==> config.mk <==
export PLATFORM = sky130hd
export DESIGN_NAME = str_unpack_gbox_flat
export DESIGN_NICKNAME = d
export VERILOG_FILES = /design/src/rtl/str_unpack_gbox_if.sv /design/src/rtl/str_unpack_gbox.sv /design/src/flat_wrapper.sv
export SDC_FILE = /design/constraint.sdc
export NUM_CORES = 1
export LEC_CHECK = 0
export ABC_AREA = 1
export CAP_MARGIN = 20
export CORE_ASPECT_RATIO = 0.8
export CORE_MARGIN = 10
export CORE_UTILIZATION = 40
export DETAILED_ROUTE_END_ITERATION = 10
export SYNTH_ARGS = -nofsm -noshare
export SYNTH_HDL_FRONTEND = slang
export SYNTH_SLANG_ARGS = --single-unit
==> constraint.sdc <==
create_clock -name clk -period 4.2 [get_ports clk]
set_input_delay 0.42 -clock clk [delete_from_list [all_inputs] [get_ports clk]]
set_output_delay 0.42 -clock clk [all_outputs]
set_load 0.02 [all_outputs]
==> src/rtl/str_unpack_gbox_if.sv <==
// rtl/str_unpack_gbox_if.sv - narrow-in / wide-out stream bundle for the unpacking gearbox
interface str_unpack_gbox_if #(
    parameter int DATA_UP_WIDTH = 8,
    parameter int DATA_DN_WIDTH = 24,
    parameter int CNT_WIDTH     = 2
);
    logic [DATA_UP_WIDTH-1:0] up_data;
    logic                     up_last;
    logic                     up_val;
    logic                     up_rdy;
    logic [DATA_DN_WIDTH-1:0] dn_data;
    logic                     dn_last;
    logic [CNT_WIDTH-1:0]     dn_cnt;
    logic                     dn_val;
    logic                     dn_rdy;

    modport slave (
        input  up_data, up_last, up_val,
        output up_rdy,
        output dn_data, dn_last, dn_cnt, dn_val,
        input  dn_rdy
    );

    modport master (
        output up_data, up_last, up_val,
        input  up_rdy,
        input  dn_data, dn_last, dn_cnt, dn_val,
        output dn_rdy
    );
endinterface

==> src/rtl/str_unpack_gbox.sv <==
// rtl/str_unpack_gbox.sv - packs narrow upstream words into wide downstream words, first word in LSBs
module str_unpack_gbox #(
    parameter int DATA_UP_WIDTH = 8,
    parameter int DATA_DN_WIDTH = 24,
    parameter int CNT_WIDTH     = 2
) (
    input  logic               clk,
    input  logic               rst,
    str_unpack_gbox_if.slave   bus
);
    localparam int                   DATA_NB   = DATA_DN_WIDTH / DATA_UP_WIDTH;
    localparam logic [CNT_WIDTH-1:0] LAST_LANE = CNT_WIDTH'(DATA_NB - 1);

    logic [DATA_DN_WIDTH-1:0] acc_data;
    logic [CNT_WIDTH-1:0]     acc_cnt;
    logic [DATA_DN_WIDTH-1:0] merged;
    logic [DATA_DN_WIDTH-1:0] dn_data_r;
    logic [CNT_WIDTH-1:0]     dn_cnt_r;
    logic                     dn_val_r;
    logic                     dn_last_r;
    logic                     out_free;
    logic                     up_rdy_c;
    logic                     up_fire;
    logic                     complete;

    // Lanes above acc_cnt are always zero, so OR-ing the new word in place builds the packed word.
    always_comb begin
        out_free = !dn_val_r || bus.dn_rdy;
        up_rdy_c = out_free || ((acc_cnt < LAST_LANE) && !bus.up_last);
        up_fire  = bus.up_val && up_rdy_c;
        complete = up_fire && ((acc_cnt == LAST_LANE) || bus.up_last);
        merged   = acc_data | (DATA_DN_WIDTH'(bus.up_data) << (DATA_UP_WIDTH * int'(acc_cnt)));
    end

    always_ff @(posedge clk or negedge rst) begin
        if (!rst) begin
            acc_data  <= '0;
            acc_cnt   <= '0;
            dn_data_r <= '0;
            dn_cnt_r  <= '0;
            dn_last_r <= 1'b0;
            dn_val_r  <= 1'b0;
        end else if (complete) begin
            // A completion only happens when the output slot is free or draining this edge.
            dn_data_r <= merged;
            dn_cnt_r  <= acc_cnt + 1'b1;
            dn_last_r <= bus.up_last;
            dn_val_r  <= 1'b1;
            acc_data  <= '0;
            acc_cnt   <= '0;
        end else begin
            if (bus.dn_rdy) begin
                dn_val_r <= 1'b0;
            end
            if (up_fire) begin
                acc_data <= merged;
                acc_cnt  <= acc_cnt + 1'b1;
            end
        end
    end

    assign bus.up_rdy  = up_rdy_c;
    assign bus.dn_data = dn_data_r;
    assign bus.dn_cnt  = dn_cnt_r;
    assign bus.dn_last = dn_last_r;
    assign bus.dn_val  = dn_val_r;
endmodule

==> src/flat_wrapper.sv <==
// flat-port wrapper written by rule: the top's interface ports become plain ports
module str_unpack_gbox_flat 
#(
    parameter int DATA_UP_WIDTH = 8,
    parameter int DATA_DN_WIDTH = 24,
    parameter int CNT_WIDTH     = 2
)
  (clk, rst, bus_up_data, bus_up_last, bus_up_val, bus_up_rdy, bus_dn_data, bus_dn_last, bus_dn_cnt, bus_dn_val, bus_dn_rdy);
  str_unpack_gbox_if #(.DATA_UP_WIDTH(DATA_UP_WIDTH), .DATA_DN_WIDTH(DATA_DN_WIDTH), .CNT_WIDTH(CNT_WIDTH)) bus_i ();
  input  logic clk;
  input  logic rst;
  input wire logic [$bits(bus_i.up_data)-1:0] bus_up_data;
  input wire logic [$bits(bus_i.up_last)-1:0] bus_up_last;
  input wire logic [$bits(bus_i.up_val)-1:0] bus_up_val;
  output wire logic [$bits(bus_i.up_rdy)-1:0] bus_up_rdy;
  output wire logic [$bits(bus_i.dn_data)-1:0] bus_dn_data;
  output wire logic [$bits(bus_i.dn_last)-1:0] bus_dn_last;
  output wire logic [$bits(bus_i.dn_cnt)-1:0] bus_dn_cnt;
  output wire logic [$bits(bus_i.dn_val)-1:0] bus_dn_val;
  input wire logic [$bits(bus_i.dn_rdy)-1:0] bus_dn_rdy;
  assign bus_i.up_data = bus_up_data;
  assign bus_i.up_last = bus_up_last;
  assign bus_i.up_val = bus_up_val;
  assign bus_up_rdy = bus_i.up_rdy;
  assign bus_dn_data = bus_i.dn_data;
  assign bus_dn_last = bus_i.dn_last;
  assign bus_dn_cnt = bus_i.dn_cnt;
  assign bus_dn_val = bus_i.dn_val;
  assign bus_i.dn_rdy = bus_dn_rdy;
  str_unpack_gbox #(.DATA_UP_WIDTH(DATA_UP_WIDTH), .DATA_DN_WIDTH(DATA_DN_WIDTH), .CNT_WIDTH(CNT_WIDTH)) u_core (.clk(clk), .rst(rst), .bus(bus_i));
endmodule
==> report_table.html, run 1 <==
<table>
<tr><th>Metric</th><th>Value</th></tr>
<tr><th colspan="2">Clocking</th></tr>
<tr><td>Maximum level of the CTS H-tree</td><td>2</td></tr>
<tr><td>CTS tree</td><td>done</td></tr>
<tr><td>CTS sink cnt</td><td>54</td></tr>
<tr><td>Post-CTS Setup Inserts</td><td>0</td></tr>
<tr><td>Clock buffers created by TritonCTS</td><td>5</td></tr>
<tr><td>Resize count post-CTS</td><td>0</td></tr>
<tr><td>Clock tree root driver cell</td><td>sky130_fd_sc_hd__clkbuf_8</td></tr>
<tr><td>Clock transition at the registers of the reported paths</td><td>0.10 ns</td></tr>
<tr><td>Clock insertion delay at the later pin of the skew report</td><td>0.32 ns</td></tr>
<tr><td>Maximum buffer depth of the clock tree</td><td>2</td></tr>
<tr><td>CTS Hold Buffers Added</td><td>0</td></tr>
<tr><th colspan="2">Timing</th></tr>
<tr><td>Sum of negative setup slack</td><td>0 ns</td></tr>
<tr><td>Max-slew headroom at the worst pin</td><td>0.418</td></tr>
<tr><td>Minimum clock period</td><td>2.54 ns</td></tr>
<tr><td>Number of slew-limit violations in the final report</td><td>0</td></tr>
<tr><td>Count of final setup violators</td><td>0</td></tr>
<tr><td>Hold slack final</td><td>0.213 ns</td></tr>
<tr><td>Worst-Margin Slew</td><td>0.870 ns</td></tr>
<tr><td>Peak clock frequency supported by timing</td><td>394 MHz</td></tr>
<tr><td>RSZ-0062 raised after global routing</td><td>no</td></tr>
<tr><td>Worst-case clock skew</td><td>0.00979 ns</td></tr>
<tr><td>Final cycle utilization of the critical path</td><td>0.605</td></tr>
<tr><td>Number of failing hold endpoints at the final stage</td><td>0</td></tr>
<tr><th colspan="2">Run status</th></tr>
<tr><td>Status</td><td>finished, final reports clean</td></tr>
<tr><th colspan="2">Floorplanning</th></tr>
<tr><td>Starting utilization of the core area</td><td>0.422</td></tr>
<tr><td>Placement row count</td><td>25</td></tr>
<tr><td>Core region area</td><td>6040 um2</td></tr>
<tr><td>Overall die width</td><td>109 um</td></tr>
<tr><td>Number of I/O pins</td><td>42</td></tr>
<tr><td>Die Span Y</td><td>91.4 um</td></tr>
<tr><td>Overall die area</td><td>9980 um2</td></tr>
<tr><th colspan="2">Route</th></tr>
<tr><td>1st-pass router iterations</td><td>4</td></tr>
<tr><td>Total routed wirelength</td><td>6070 um</td></tr>
<tr><td>DRC violation count after routing</td><td>0</td></tr>
<tr><td>Post-route ant nets</td><td>0</td></tr>
<tr><td>Total vias in the final route</td><td>2067</td></tr>
<tr><td>Drt wl/cell</td><td>14.2 um</td></tr>
<tr><td>Vias per inst</td><td>4.84</td></tr>
<tr><td>Starting DRC count in detailed routing</td><td>125</td></tr>
<tr><th colspan="2">Power and ir drop</th></tr>
<tr><td>Switching Share</td><td>0.379</td></tr>
<tr><td>Share of total power in the clock network</td><td>0.189</td></tr>
<tr><td>Switching power total</td><td>0.710 mW</td></tr>
<tr><td>Worst IR drop on VDD</td><td>0.214 mV</td></tr>
<tr><td>Power, Total</td><td>1.87 mW</td></tr>
<tr><td>Ratio of total power to cell area</td><td>614 nW/um2</td></tr>
<tr><td>Share of power burned in combinational logic</td><td>0.397</td></tr>
<tr><td>Share of power burned in registers</td><td>0.414</td></tr>
<tr><td>Internal Dissipation</td><td>1.16 mW</td></tr>
<tr><td>Cell leakage power</td><td>1.60 nW</td></tr>
<tr><th colspan="2">Cells and area</th></tr>
<tr><td>Seq. cell area</td><td>1350 um2</td></tr>
<tr><td>Share of cells above drive strength 1</td><td>0.0491</td></tr>
<tr><td>Multi-input logic area</td><td>992 um2</td></tr>
<tr><td>Final non-filler cell area</td><td>3050 um2</td></tr>
<tr><td>Final-layout fill cell count</td><td>566</td></tr>
<tr><td># nets final</td><td>359</td></tr>
<tr><td>Layout area overhead</td><td>19.7%</td></tr>
<tr><td>ANT cells</td><td>0</td></tr>
<tr><th colspan="2">Logic synthesis</th></tr>
<tr><td>Mean area per synthesized cell</td><td>8.14 um2</td></tr>
<tr><td>Total standard cell area after synthesis</td><td>2550 um2</td></tr>
<tr><td>Warning count from the yosys run</td><td>0</td></tr>
<tr><td>Synthesis-stage register bit count</td><td>54</td></tr>
<tr><td>Sequential area share after synthesis</td><td>0.530</td></tr>
<tr><td>Netlist cell types</td><td>18</td></tr>
<tr><td>Net count after synthesis</td><td>327</td></tr>
<tr><td>Gate count after technology mapping</td><td>313</td></tr>
<tr><th colspan="2">Worst setup path</th></tr>
<tr><td>Setup slack of the worst register-to-register path</td><td>1.73 ns</td></tr>
<tr><td>Crit. End Element</td><td>primary output</td></tr>
<tr><td>Depth of the worst register-to-register path</td><td>7</td></tr>
<tr><td>Critical path depth</td><td>4</td></tr>
<tr><td>Worst setup path class</td><td>flip-flop to primary output</td></tr>
<tr><td>CP startpoint kind</td><td>flip-flop</td></tr>
<tr><td>Slowest-stage cell, CP</td><td>sky130_fd_sc_hd__dfrtp_1</td></tr>
<tr><td>Cell family contributing the most delay on the critical path</td><td>buffers and inverters</td></tr>
<tr><td>Worst Path Required</td><td>3.78 ns</td></tr>
<tr><td>Longest individual stage delay on the worst path</td><td>0.74 ns</td></tr>
<tr><td>Arrival time at the worst endpoint</td><td>2.12 ns</td></tr>
<tr><td>Worst path bufs/invs</td><td>2</td></tr>
<tr><td>Cell Chain, Critical Path</td><td>inv_2, nand2_2, nand2_4, clkdlybuf4s50_1</td></tr>
<tr><td>Crit Path Max Fanout</td><td>19</td></tr>
<tr><th colspan="2">Job</th></tr>
<tr><td>Max-cap violations</td><td>0</td></tr>
<tr><th colspan="2">Placed design</th></tr>
<tr><td>Total cell area at the placement stage</td><td>2940 um2</td></tr>
<tr><td>Total of buffers placed on input and output ports</td><td>41</td></tr>
<tr><td>Half-perimeter wire length of the detailed placement result</td><td>3940 um</td></tr>
<tr><td>RD Place Congestion</td><td>0.785</td></tr>
<tr><th colspan="2">Global routing</th></tr>
<tr><td>Initial antenna violation count</td><td>0</td></tr>
<tr><td>Global-route usage over all layers</td><td>0.125</td></tr>
<tr><td>Gr ovfl total</td><td>0</td></tr>
<tr><td>Number of global-route vias before repair</td><td>2050</td></tr>
<tr><td>Wire length of the first global-routing pass</td><td>10200 um</td></tr>
<tr><td>Largest net degree at the start of global routing</td><td>55</td></tr>
<tr><th colspan="2">Hold path</th></tr>
<tr><td>Kind of path behind the tightest hold check</td><td>input port to async pin</td></tr>
</table>
[per-stage QoR]
| step | setup WS (ns) | instances | util |
|---|---|---|---|
| 3_5_place_dp | 1.67 | 419 | 0.488 |
| 3_3_place_gp | 1.68 | 419 | 0.488 |
| 2_1_floorplan | 2.50 | 313 | - |
| 4_1_cts | 1.67 | 427 | 0.505 |
| 5_1_grt | 1.45 | 427 | 0.505 |
| 6_report | 1.66 | 427 | 0.505 |
[placed cells by master (no fill, tap or decap)]
cell type and n:
sky130_fd_sc_hd__nand2_2 2, sky130_fd_sc_hd__ha_1 1, sky130_fd_sc_hd__nand3_1 57, sky130_fd_sc_hd__bufinv_16 1
sky130_fd_sc_hd__buf_4 1, sky130_fd_sc_hd__inv_1 20, sky130_fd_sc_hd__nor2_1 11, sky130_fd_sc_hd__clkbuf_8 5
sky130_fd_sc_hd__buf_2 1, sky130_fd_sc_hd__nand3_4 1, sky130_fd_sc_hd__inv_2 3, sky130_fd_sc_hd__clkbuf_1 2
sky130_fd_sc_hd__nand4_1 2, sky130_fd_sc_hd__dfrtp_1 54, sky130_fd_sc_hd__nand2_4 1, sky130_fd_sc_hd__nor2_4 2
sky130_fd_sc_hd__o21bai_1 9, sky130_fd_sc_hd__a21oi_1 8, sky130_fd_sc_hd__clkdlybuf4s50_1 40, sky130_fd_sc_hd__nand2_1 125
[power groups by stage]
stage               Clock [mW]  Sequential [mW]  Combinational [mW]
floorplan                    0            0.886               0.354
global placement             0            0.782               0.747
detailed placement           0            0.786               0.751
CTS                      0.361            0.777               0.755
global route             0.383            0.800               0.830
finish                   0.354            0.776               0.744
[worst paths after layout]
check | end | startpoint
max in group asynchronous | u_core.acc_cnt[1] | rst
min reg2reg | u_core.acc_data[8] | u_core.acc_data[8]
max | bus_up_rdy | u_core.acc_cnt[1]
max reg2reg | u_core.acc_data[3] | u_core.acc_cnt[0]
min | u_core.acc_data[5] | rst
min in group clk | u_core.acc_data[8] | u_core.acc_data[8]
[final cells by class]
type | count | area share
flip-flops and latches | 54 | 0.443
multi-input cells | 219 | 0.325
repair buffers | 42 | 0.135
well taps | 81 | 0.0332
inverters | 23 | 0.0283
clock buffers | 7 | 0.0250
clock inverters | 1 | 0.00984
[Yosys cell counts]
master	number	area [um2]
sky130_fd_sc_hd__nand4_1	2	12.5
sky130_fd_sc_hd__nor2_1	11	41.3
sky130_fd_sc_hd__nand3_4	1	17.5
sky130_fd_sc_hd__nor2_4	2	22.5
sky130_fd_sc_hd__a21oi_1	8	40.0
sky130_fd_sc_hd__nand2_2	2	12.5
sky130_fd_sc_hd__buf_6	5	56.3
sky130_fd_sc_hd__buf_4	2	15.0
sky130_fd_sc_hd__o21bai_1	9	67.6
sky130_fd_sc_hd__nand3_1	57	285
sky130_fd_sc_hd__ha_1	1	12.5
sky130_fd_sc_hd__buf_2	8	40.0
sky130_fd_sc_hd__dfrtp_1	54	1350
sky130_fd_sc_hd__clkbuf_1	2	7.51
sky130_fd_sc_hd__inv_2	3	11.3
sky130_fd_sc_hd__nand2_4	1	11.3
sky130_fd_sc_hd__nand2_1	125	469
sky130_fd_sc_hd__inv_1	20	75.1
[per-layer routing]
| metal | wire [um] | vias to the layer above | GRT usage | share of wire |
|---|---|---|---|---|
| met5 | 0 | - | 0 | 0 |
| met4 | 93 | 0 | 0.0455 | 0.015 |
| met3 | 369 | 9 | 0.0353 | 0.061 |
| met2 | 2720 | 41 | 0.184 | 0.45 |
| met1 | 2890 | 971 | 0.170 | 0.48 |
| li1 | - | 1046 | - | - |
[logic make-up (layout without fill, tap and decap cells)]
family          count (synthesis)  in the layout  synth area share
buf+inv                        40             73            0.0805
fa+ha+maj                       1              1           0.00491
compound gates                 17             17            0.0422
simple gates                  201            201             0.342
flops                          54             54             0.530
[flip-flops by register name, indices dropped and copies added, names as in the netlist]
name / cells
u_core.acc_data: 24
u_core.bus.dn_data: 24
u_core.acc_cnt: 2
u_core.bus.dn_val: 1
u_core.bus.dn_last: 1
u_core.bus.dn_cnt: 2
No activity file was read; power rests on OpenSTA's default activity.
==> inputs of run 2 (changes only) <==
- clock period: 4.2 -> 2.6 ns (I/O delays scaled with it)
==> report_table.html, run 2 (synthesis gave the netlist of run 1 again) <==
<table>
<tr><th>Metric</th><th>Value</th></tr>
<tr><th colspan="2">Floorplanning</th></tr>
<tr><td>Number of I/O pins</td><td>42 (unchanged)</td></tr>
<tr><td>Placement row count</td><td>25 (unchanged)</td></tr>
<tr><td>Overall die area</td><td>9980 um2 (unchanged)</td></tr>
<tr><td>Core region area</td><td>6040 um2 (unchanged)</td></tr>
<tr><td>Die Span Y</td><td>91.4 um (unchanged)</td></tr>
<tr><td>Starting utilization of the core area</td><td>0.422 (unchanged)</td></tr>
<tr><td>Overall die width</td><td>109 um (unchanged)</td></tr>
<tr><th colspan="2">Clocking</th></tr>
<tr><td>Clock buffers created by TritonCTS</td><td>5 (unchanged)</td></tr>
<tr><td>CTS Hold Buffers Added</td><td>0 (unchanged)</td></tr>
<tr><td>Clock tree root driver cell</td><td>sky130_fd_sc_hd__clkbuf_8</td></tr>
<tr><td>Post-CTS Setup Inserts</td><td>0 (unchanged)</td></tr>
<tr><td>Resize count post-CTS</td><td>0 (unchanged)</td></tr>
<tr><td>Maximum buffer depth of the clock tree</td><td>2 (unchanged)</td></tr>
<tr><td>CTS tree</td><td>done</td></tr>
<tr><td>Maximum level of the CTS H-tree</td><td>2 (unchanged)</td></tr>
<tr><td>Clock transition at the registers of the reported paths</td><td>0.10 ns (about the same)</td></tr>
<tr><td>Clock insertion delay at the later pin of the skew report</td><td>0.30 ns (-0.02 ns)</td></tr>
<tr><td>CTS sink cnt</td><td>54 (unchanged)</td></tr>
<tr><th colspan="2">Placed design</th></tr>
<tr><td>Instance count after placement with tap cells included</td><td>423 (+0.95%)</td></tr>
<tr><td>RD Place Congestion</td><td>0.801 (+2.0%)</td></tr>
<tr><td>Total of buffers placed on input and output ports</td><td>41 (unchanged)</td></tr>
<tr><td>Half-perimeter wire length of the detailed placement result</td><td>4020 um (+2.0%)</td></tr>
<tr><th colspan="2">Route</th></tr>
<tr><td>Total vias in the final route</td><td>2063 (-0.19%)</td></tr>
<tr><td>Post-route ant nets</td><td>0 (unchanged)</td></tr>
<tr><td>Met3 wirelength from detailed routing</td><td>353 um (-4.3%)</td></tr>
<tr><td>Total routed wirelength</td><td>5970 um (-1.6%)</td></tr>
<tr><td>Highest Signal Layer</td><td>met4</td></tr>
<tr><td>1st-pass router iterations</td><td>4 (unchanged)</td></tr>
<tr><td>Vias per inst</td><td>4.79 (-1.1%)</td></tr>
<tr><td>DRC violation count after routing</td><td>0 (unchanged)</td></tr>
<tr><td>Starting DRC count in detailed routing</td><td>118 (-5.6%)</td></tr>
<tr><td>Met2 wire len</td><td>2600 um (-4.2%)</td></tr>
<tr><td>Drt wl/cell</td><td>13.9 um (-2.5%)</td></tr>
<tr><td>Sum of routed wire segments on met1</td><td>2970 um (+2.8%)</td></tr>
<tr><th colspan="2">Timing</th></tr>
<tr><td>Number of slew-limit violations in the final report</td><td>0 (unchanged)</td></tr>
<tr><td>Peak clock frequency supported by timing</td><td>428 MHz</td></tr>
<tr><td>Sum of negative setup slack</td><td>0 ns (unchanged)</td></tr>
<tr><td>Max-slew headroom at the worst pin</td><td>0.541 (+0.123)</td></tr>
<tr><td>Minimum clock period</td><td>2.33 ns</td></tr>
<tr><td>RSZ-0062 raised after global routing</td><td>no</td></tr>
<tr><td>Hold slack final</td><td>0.0601 ns (-0.153 ns)</td></tr>
<tr><td>Worst-Margin Slew</td><td>0.688 ns (-0.182 ns)</td></tr>
<tr><td>Final cycle utilization of the critical path</td><td>0.898</td></tr>
<tr><td>Count of final setup violators</td><td>0 (unchanged)</td></tr>
<tr><td>Worst-case clock skew</td><td>0.00594 ns (-0.00385 ns)</td></tr>
<tr><td>Number of failing hold endpoints at the final stage</td><td>0 (unchanged)</td></tr>
<tr><th colspan="2">Worst setup path</th></tr>
<tr><td>Startpoint of the most critical register-to-register path</td><td>u_core.acc_cnt[0]</td></tr>
<tr><td>CP startpoint kind</td><td>flip-flop</td></tr>
<tr><td>Worst setup path class</td><td>flip-flop to primary output</td></tr>
<tr><td>Worst Path Required</td><td>2.34 ns (-1.44 ns)</td></tr>
<tr><td>Depth of the worst register-to-register path</td><td>7 (unchanged)</td></tr>
<tr><td>Arrival time at the worst endpoint</td><td>2.07 ns (-0.05 ns)</td></tr>
<tr><td>Crit. End Element</td><td>primary output</td></tr>
<tr><td>Slowest-stage cell, CP</td><td>sky130_fd_sc_hd__clkdlybuf4s50_1</td></tr>
<tr><td>Setup slack of the worst register-to-register path</td><td>0.76 ns (-0.97 ns)</td></tr>
<tr><td>Crit Path Max Fanout</td><td>19 (unchanged)</td></tr>
<tr><td>Longest individual stage delay on the worst path</td><td>0.65 ns (-0.09 ns)</td></tr>
<tr><td>Cell Chain, Critical Path</td><td>inv_2, nand2_2, nand2_4, clkdlybuf4s50_1</td></tr>
<tr><td>Terminus of the critical flop-to-flop path</td><td>u_core.bus.dn_data[4]</td></tr>
<tr><th colspan="2">Cells and area</th></tr>
<tr><td>Filler-free cell count of the finished design</td><td>431 (+0.94%)</td></tr>
<tr><td>ANT cells</td><td>0 (unchanged)</td></tr>
<tr><td>Most common cell after layout, fill and taps aside</td><td>sky130_fd_sc_hd__nand2_1</td></tr>
<tr><td># nets final</td><td>363 (+1.1%)</td></tr>
<tr><td>Layout area overhead</td><td>20.9%</td></tr>
<tr><td>Most used cells in the layout excluding fill and tap cells</td><td>sky130_fd_sc_hd__nand2_1, sky130_fd_sc_hd__nand3_1, sky130_fd_sc_hd__dfrtp_1, sky130_fd_sc_hd__clkdlybuf4s50_1, sky130_fd_sc_hd__inv_1</td></tr>
<tr><td>Share of cells above drive strength 1</td><td>0.0657 (+0.0166)</td></tr>
<tr><th colspan="2">Hold path</th></tr>
<tr><td>Kind of path behind the tightest hold check</td><td>input port to async pin</td></tr>
<tr><th colspan="2">Power and ir drop</th></tr>
<tr><td>Cell leakage power</td><td>1.62 nW (+1.2%)</td></tr>
<tr><td>Ratio of total power to cell area</td><td>964 nW/um2 (+57%)</td></tr>
<tr><td>Worst IR drop on VDD</td><td>0.368 mV (+72%)</td></tr>
<tr><th colspan="2">Global routing</th></tr>
<tr><td>Gr ovfl total</td><td>0 (unchanged)</td></tr>
<tr><td>Initial antenna violation count</td><td>0 (unchanged)</td></tr>
<tr><td>Global-route usage over all layers</td><td>0.126 (+0.000919)</td></tr>
<tr><td>Number of global-route vias before repair</td><td>2103 (+2.6%)</td></tr>
<tr><td>Wire length of the first global-routing pass</td><td>10400 um (+1.8%)</td></tr>
<tr><td>Largest net degree at the start of global routing</td><td>55 (unchanged)</td></tr>
<tr><th colspan="2">Run status</th></tr>
<tr><td>Status</td><td>finished, final reports clean</td></tr>
<tr><th colspan="2">Job</th></tr>
<tr><td>Max-cap violations</td><td>0 (unchanged)</td></tr>
</table>
==> run 2: cell count changes in the layout (fill, tap and decap cells not counted), sizes merged <==
cell	delta
bufinv	-1
clkinv	+1
clkbuf	-1
clkinvlp	+1
buf	+4
==> run 2: through the flow <==
step	setup slack, ns	utilization	power, mW	cell area [um2]
after floorplan	0.897	-	2.00	2550
after global placement	0.621	0.495	2.49	2990
after detailed placement	0.589	0.495	2.51	2990
after CTS	0.239	0.510	3.01	3080
after global routing	0.133	0.510	3.20	3080
final	0.266	0.510	2.97	3080
==> run 2: final cells by class <==
cell class                 count  area, um2
fill                         578       2960
tap                           81        101
clock inverter                 2       12.5
sequential                    54       1350
inverter                      23       86.3
clock buffer                   6       82.6
timing repair buffer          46        455
multi-input combinational    219        992
==> run 2: worst max path at each step <==
| stage | from | end | slack [ns] | cells after the start |
|---|---|---|---|---|
| 6_report | u_core.acc_cnt[1] | bus_up_rdy | 0.27 | 4 |
| 3_5_place_dp | u_core.acc_cnt[1] | bus_up_rdy | 0.59 | 4 |
| 4_1_cts | u_core.acc_cnt[1] | bus_up_rdy | 0.24 | 4 |
| 3_3_place_gp | bus_up_last | bus_up_rdy | 0.62 | 5 |
| 5_1_grt | u_core.acc_cnt[1] | bus_up_rdy | 0.13 | 4 |
| 2_1_floorplan | u_core.acc_cnt[0] | u_core.acc_data[6] | 0.90 | 10 |
==> run 2: where the power goes <==
part,total [mW],internal (mW),switching [mW]
clock network,0.503,0.215,0.287
registers,1.25,1.09,0.159
logic,1.22,0.517,0.705
total,2.97,1.82,1.15
==> run 2: routing by layer <==
layer | global-route usage | vias up
met1 | 0.170 | 961
met4 | 0.0292 | 0
met3 | 0.0360 | 4
met5 | 0 | -
li1 | - | 1058
met2 | 0.195 | 40
==> run 2: critical path: cells and delay by family (launching register included) <==
kind                   cells  cell delay, ns
buffers and inverters      2            0.91
DFF                        1            0.61
and+or+nand+nor            2            0.26
==> inputs of run 3 (changes only) <==
- CORE_UTILIZATION: 40 -> 53
- PLACE_DENSITY: not set -> 0.79
==> report_table.html, run 3 (synthesis gave the netlist of run 1 again) <==
<table>
<tr><th>Metric</th><th>Value</th></tr>
<tr><th colspan="2">Power and ir drop</th></tr>
<tr><td>Worst IR drop on VDD</td><td>0.602 mV (+63%)</td></tr>
<tr><td>Ratio of total power to cell area</td><td>969 nW/um2 (+0.49%)</td></tr>
<tr><td>Cell leakage power</td><td>1.62 nW (+0.35%)</td></tr>
<tr><th colspan="2">Clocking</th></tr>
<tr><td>Clock buffers created by TritonCTS</td><td>5 (unchanged)</td></tr>
<tr><td>Clock transition at the registers of the reported paths</td><td>0.09 ns (about the same)</td></tr>
<tr><td>Clock insertion delay at the later pin of the skew report</td><td>0.31 ns (about the same)</td></tr>
<tr><td>CTS tree</td><td>done</td></tr>
<tr><td>Clock tree root driver cell</td><td>sky130_fd_sc_hd__clkbuf_8</td></tr>
<tr><td>Maximum buffer depth of the clock tree</td><td>2 (unchanged)</td></tr>
<tr><td>Maximum level of the CTS H-tree</td><td>2 (unchanged)</td></tr>
<tr><td>CTS sink cnt</td><td>54 (unchanged)</td></tr>
<tr><th colspan="2">Cells and area</th></tr>
<tr><td>Final core utilization</td><td>0.661 (+0.151)</td></tr>
<tr><td>Most used cells in the layout excluding fill and tap cells</td><td>sky130_fd_sc_hd__nand2_1, sky130_fd_sc_hd__nand3_1, sky130_fd_sc_hd__dfrtp_1, sky130_fd_sc_hd__clkdlybuf4s50_1, sky130_fd_sc_hd__inv_1</td></tr>
<tr><td>Share of cells above drive strength 1</td><td>0.0653 (-0.000373)</td></tr>
<tr><td>Most common cell after layout, fill and taps aside</td><td>sky130_fd_sc_hd__nand2_1</td></tr>
<tr><td>Final non-filler cell area</td><td>3060 um2 (-0.81%)</td></tr>
<tr><td># nets final</td><td>365 (+0.55%)</td></tr>
<tr><td>Layout area overhead</td><td>19.9%</td></tr>
<tr><td>ANT cells</td><td>0 (unchanged)</td></tr>
<tr><th colspan="2">Global routing</th></tr>
<tr><td>Wire length of the first global-routing pass</td><td>10400 um (+0.27%)</td></tr>
<tr><td>Global-route usage over all layers</td><td>0.155 (+0.0288)</td></tr>
<tr><td>Initial antenna violation count</td><td>0 (unchanged)</td></tr>
<tr><td>Met3 GRT Util</td><td>0.0503 (+0.0143)</td></tr>
<tr><td>GR Layer Usage met2</td><td>0.266 (+0.0710)</td></tr>
<tr><td>Largest net degree at the start of global routing</td><td>37 (-33%)</td></tr>
<tr><td>Global routing's busiest layer</td><td>met2</td></tr>
<tr><td>Met1 track utilization from global routing</td><td>0.189 (+0.0189)</td></tr>
<tr><td>Number of global-route vias before repair</td><td>2233 (+6.2%)</td></tr>
<tr><td>Gr ovfl total</td><td>0 (unchanged)</td></tr>
<tr><th colspan="2">Placed design</th></tr>
<tr><td>RD Place Congestion</td><td>0.803 (+0.22%)</td></tr>
<tr><td>Total cell area at the placement stage</td><td>2960 um2 (-1.0%)</td></tr>
<tr><td>Pre-CTS setup slack</td><td>0.619 ns (+0.0294 ns)</td></tr>
<tr><td>Half-perimeter wire length of the detailed placement result</td><td>4000 um (-0.58%)</td></tr>
<tr><td>Total of buffers placed on input and output ports</td><td>41 (unchanged)</td></tr>
<tr><th colspan="2">Worst setup path</th></tr>
<tr><td>Startpoint of the most critical register-to-register path</td><td>u_core.acc_cnt[1]</td></tr>
<tr><td>Setup slack of the worst register-to-register path</td><td>0.72 ns (-0.04 ns)</td></tr>
<tr><td>Worst setup path class</td><td>flip-flop to primary output</td></tr>
<tr><td>CP startpoint kind</td><td>flip-flop</td></tr>
<tr><td>Slowest-stage cell, CP</td><td>sky130_fd_sc_hd__dfrtp_1</td></tr>
<tr><td>Terminus of the critical flop-to-flop path</td><td>u_core.bus.dn_data[22]</td></tr>
<tr><td>Longest individual stage delay on the worst path</td><td>0.74 ns (+0.09 ns)</td></tr>
<tr><td>Cell Chain, Critical Path</td><td>inv_2, nand2_2, nand2_4, clkdlybuf4s50_1</td></tr>
<tr><td>Arrival time at the worst endpoint</td><td>2.07 ns (about the same)</td></tr>
<tr><td>Depth of the worst register-to-register path</td><td>6 (-1)</td></tr>
<tr><td>Crit Path Max Fanout</td><td>19 (unchanged)</td></tr>
<tr><td>Worst Path Required</td><td>2.34 ns (about the same)</td></tr>
<tr><td>Crit. End Element</td><td>primary output</td></tr>
<tr><th colspan="2">Timing</th></tr>
<tr><td>Final cycle utilization of the critical path</td><td>0.896 (-0.00157)</td></tr>
<tr><td>Number of slew-limit violations in the final report</td><td>0 (unchanged)</td></tr>
<tr><td>Worst-case clock skew</td><td>0.00898 ns (+0.00303 ns)</td></tr>
<tr><td>Post-route worst setup slack</td><td>0.270 ns (+0.00407 ns)</td></tr>
<tr><td>Sum of negative setup slack</td><td>0 ns (unchanged)</td></tr>
<tr><td>Minimum clock period</td><td>2.33 ns (-0.00407 ns)</td></tr>
<tr><td>Worst-Margin Slew</td><td>0.611 ns (-0.0773 ns)</td></tr>
<tr><td>Peak clock frequency supported by timing</td><td>429 MHz (+0.17%)</td></tr>
<tr><td>Number of failing hold endpoints at the final stage</td><td>0 (unchanged)</td></tr>
<tr><td>RSZ-0062 raised after global routing</td><td>no</td></tr>
<tr><td>Count of final setup violators</td><td>0 (unchanged)</td></tr>
<tr><td>Max-slew headroom at the worst pin</td><td>0.593 (+0.0515)</td></tr>
<tr><th colspan="2">Floorplanning</th></tr>
<tr><td>Starting utilization of the core area</td><td>0.551 (+0.129)</td></tr>
<tr><td>Number of I/O pins</td><td>42 (unchanged)</td></tr>
<tr><td>Die Span Y</td><td>82.0 um (-10%)</td></tr>
<tr><td>Overall die width</td><td>97.5 um (-11%)</td></tr>
<tr><td>Overall die area</td><td>8000 um2 (-20%)</td></tr>
<tr><td>Placement row count</td><td>22 (-12%)</td></tr>
<tr><td>Core region area</td><td>4620 um2 (-23%)</td></tr>
<tr><th colspan="2">Route</th></tr>
<tr><td>DRC violation count after routing</td><td>0 (unchanged)</td></tr>
<tr><td>Drt wl/cell</td><td>14.3 um (+2.9%)</td></tr>
<tr><td>Vias per inst</td><td>5.23 (+9.3%)</td></tr>
<tr><td>Total vias in the final route</td><td>2155 (+4.5%)</td></tr>
<tr><td>Total routed wirelength</td><td>5870 um (-1.6%)</td></tr>
<tr><td>1st-pass router iterations</td><td>4 (unchanged)</td></tr>
<tr><td>Post-route ant nets</td><td>0 (unchanged)</td></tr>
<tr><td>Starting DRC count in detailed routing</td><td>154 (+31%)</td></tr>
<tr><th colspan="2">Run status</th></tr>
<tr><td>Status</td><td>finished, final reports clean</td></tr>
<tr><th colspan="2">Hold path</th></tr>
<tr><td>Kind of path behind the tightest hold check</td><td>input port to async pin</td></tr>
<tr><th colspan="2">Job</th></tr>
<tr><td>Max-cap violations</td><td>0 (unchanged)</td></tr>
</table>
run 3: cell types whose count changed in the layout (fill, tap and decap cells not counted):
cell / change
sky130_fd_sc_hd__clkinvlp_4: -1
sky130_fd_sc_hd__buf_4: +2
sky130_fd_sc_hd__buf_12: -1
sky130_fd_sc_hd__clkbuf_1: +1
sky130_fd_sc_hd__dlygate4sd3_1: +1
run 3: layout make-up:
cell class | count | area, um2
clock buffers | 7 | 86.3
fillers | 399 | 1570
well taps | 60 | 75.1
repair buffers | 48 | 460
flip-flops and latches | 54 | 1350
multi-input cells | 219 | 992
inverters | 23 | 86.3
clock inverters | 1 | 5.00
run 3: timing repair:
item                                    4_1_cts  5_1_grt
buffers inserted                              0        0
gates resized for setup                       0        0
endpoints found under the hold margin         4        0
hold buffers                                  1        0
endpoints found under the setup margin        0        0
run 3: where the power goes:
group | switching, mW | internal (mW)
Sequential | 0.166 | 1.09
Clock | 0.269 | 0.216
Combinational | 0.707 | 0.515
Total | 1.14 | 1.82
run 3: metrics by stage:
step / hold WS [ns] / power [mW] / instances
3_5_place_dp: 0.0829 / 2.50 / 403
5_1_grt: 0.308 / 3.19 / 412
4_1_cts: 0.289 / 3.00 / 412
6_report: 0.292 / 2.96 / 412
2_1_floorplan: -0.0356 / 2.00 / 313
3_3_place_gp: 0.0818 / 2.47 / 403
run 3: how the worst max path moves through the flow:
stage | cells after the start | start | slack [ns] | endpoint
after floorplan | 10 | u_core.acc_cnt[0] | 0.90 | u_core.acc_data[6]
after global placement | 5 | bus_up_last | 0.63 | bus_up_rdy
after detailed placement | 5 | bus_up_last | 0.62 | bus_up_rdy
after CTS | 4 | u_core.acc_cnt[1] | 0.27 | bus_up_rdy
after global routing | 4 | u_core.acc_cnt[1] | 0.10 | bus_up_rdy
final | 4 | u_core.acc_cnt[1] | 0.27 | bus_up_rdy
run 3: worst max-delay path, delay by kind of cell (launching register included):
| kind | cells | cell delay (ns) |
|---|---|---|
| flip-flops | 1 | 0.74 |
| buffers and inverters | 2 | 0.77 |
| AND/OR/NAND/NOR | 2 | 0.25 |
run 3: routing by layer:
| metal | share of wire | routed length [um] |
|---|---|---|
| met5 | 0 | 0 |
| met2 | 0.49 | 2860 |
| met1 | 0.44 | 2560 |
| met3 | 0.072 | 420 |
| met4 | 0.0054 | 32 |
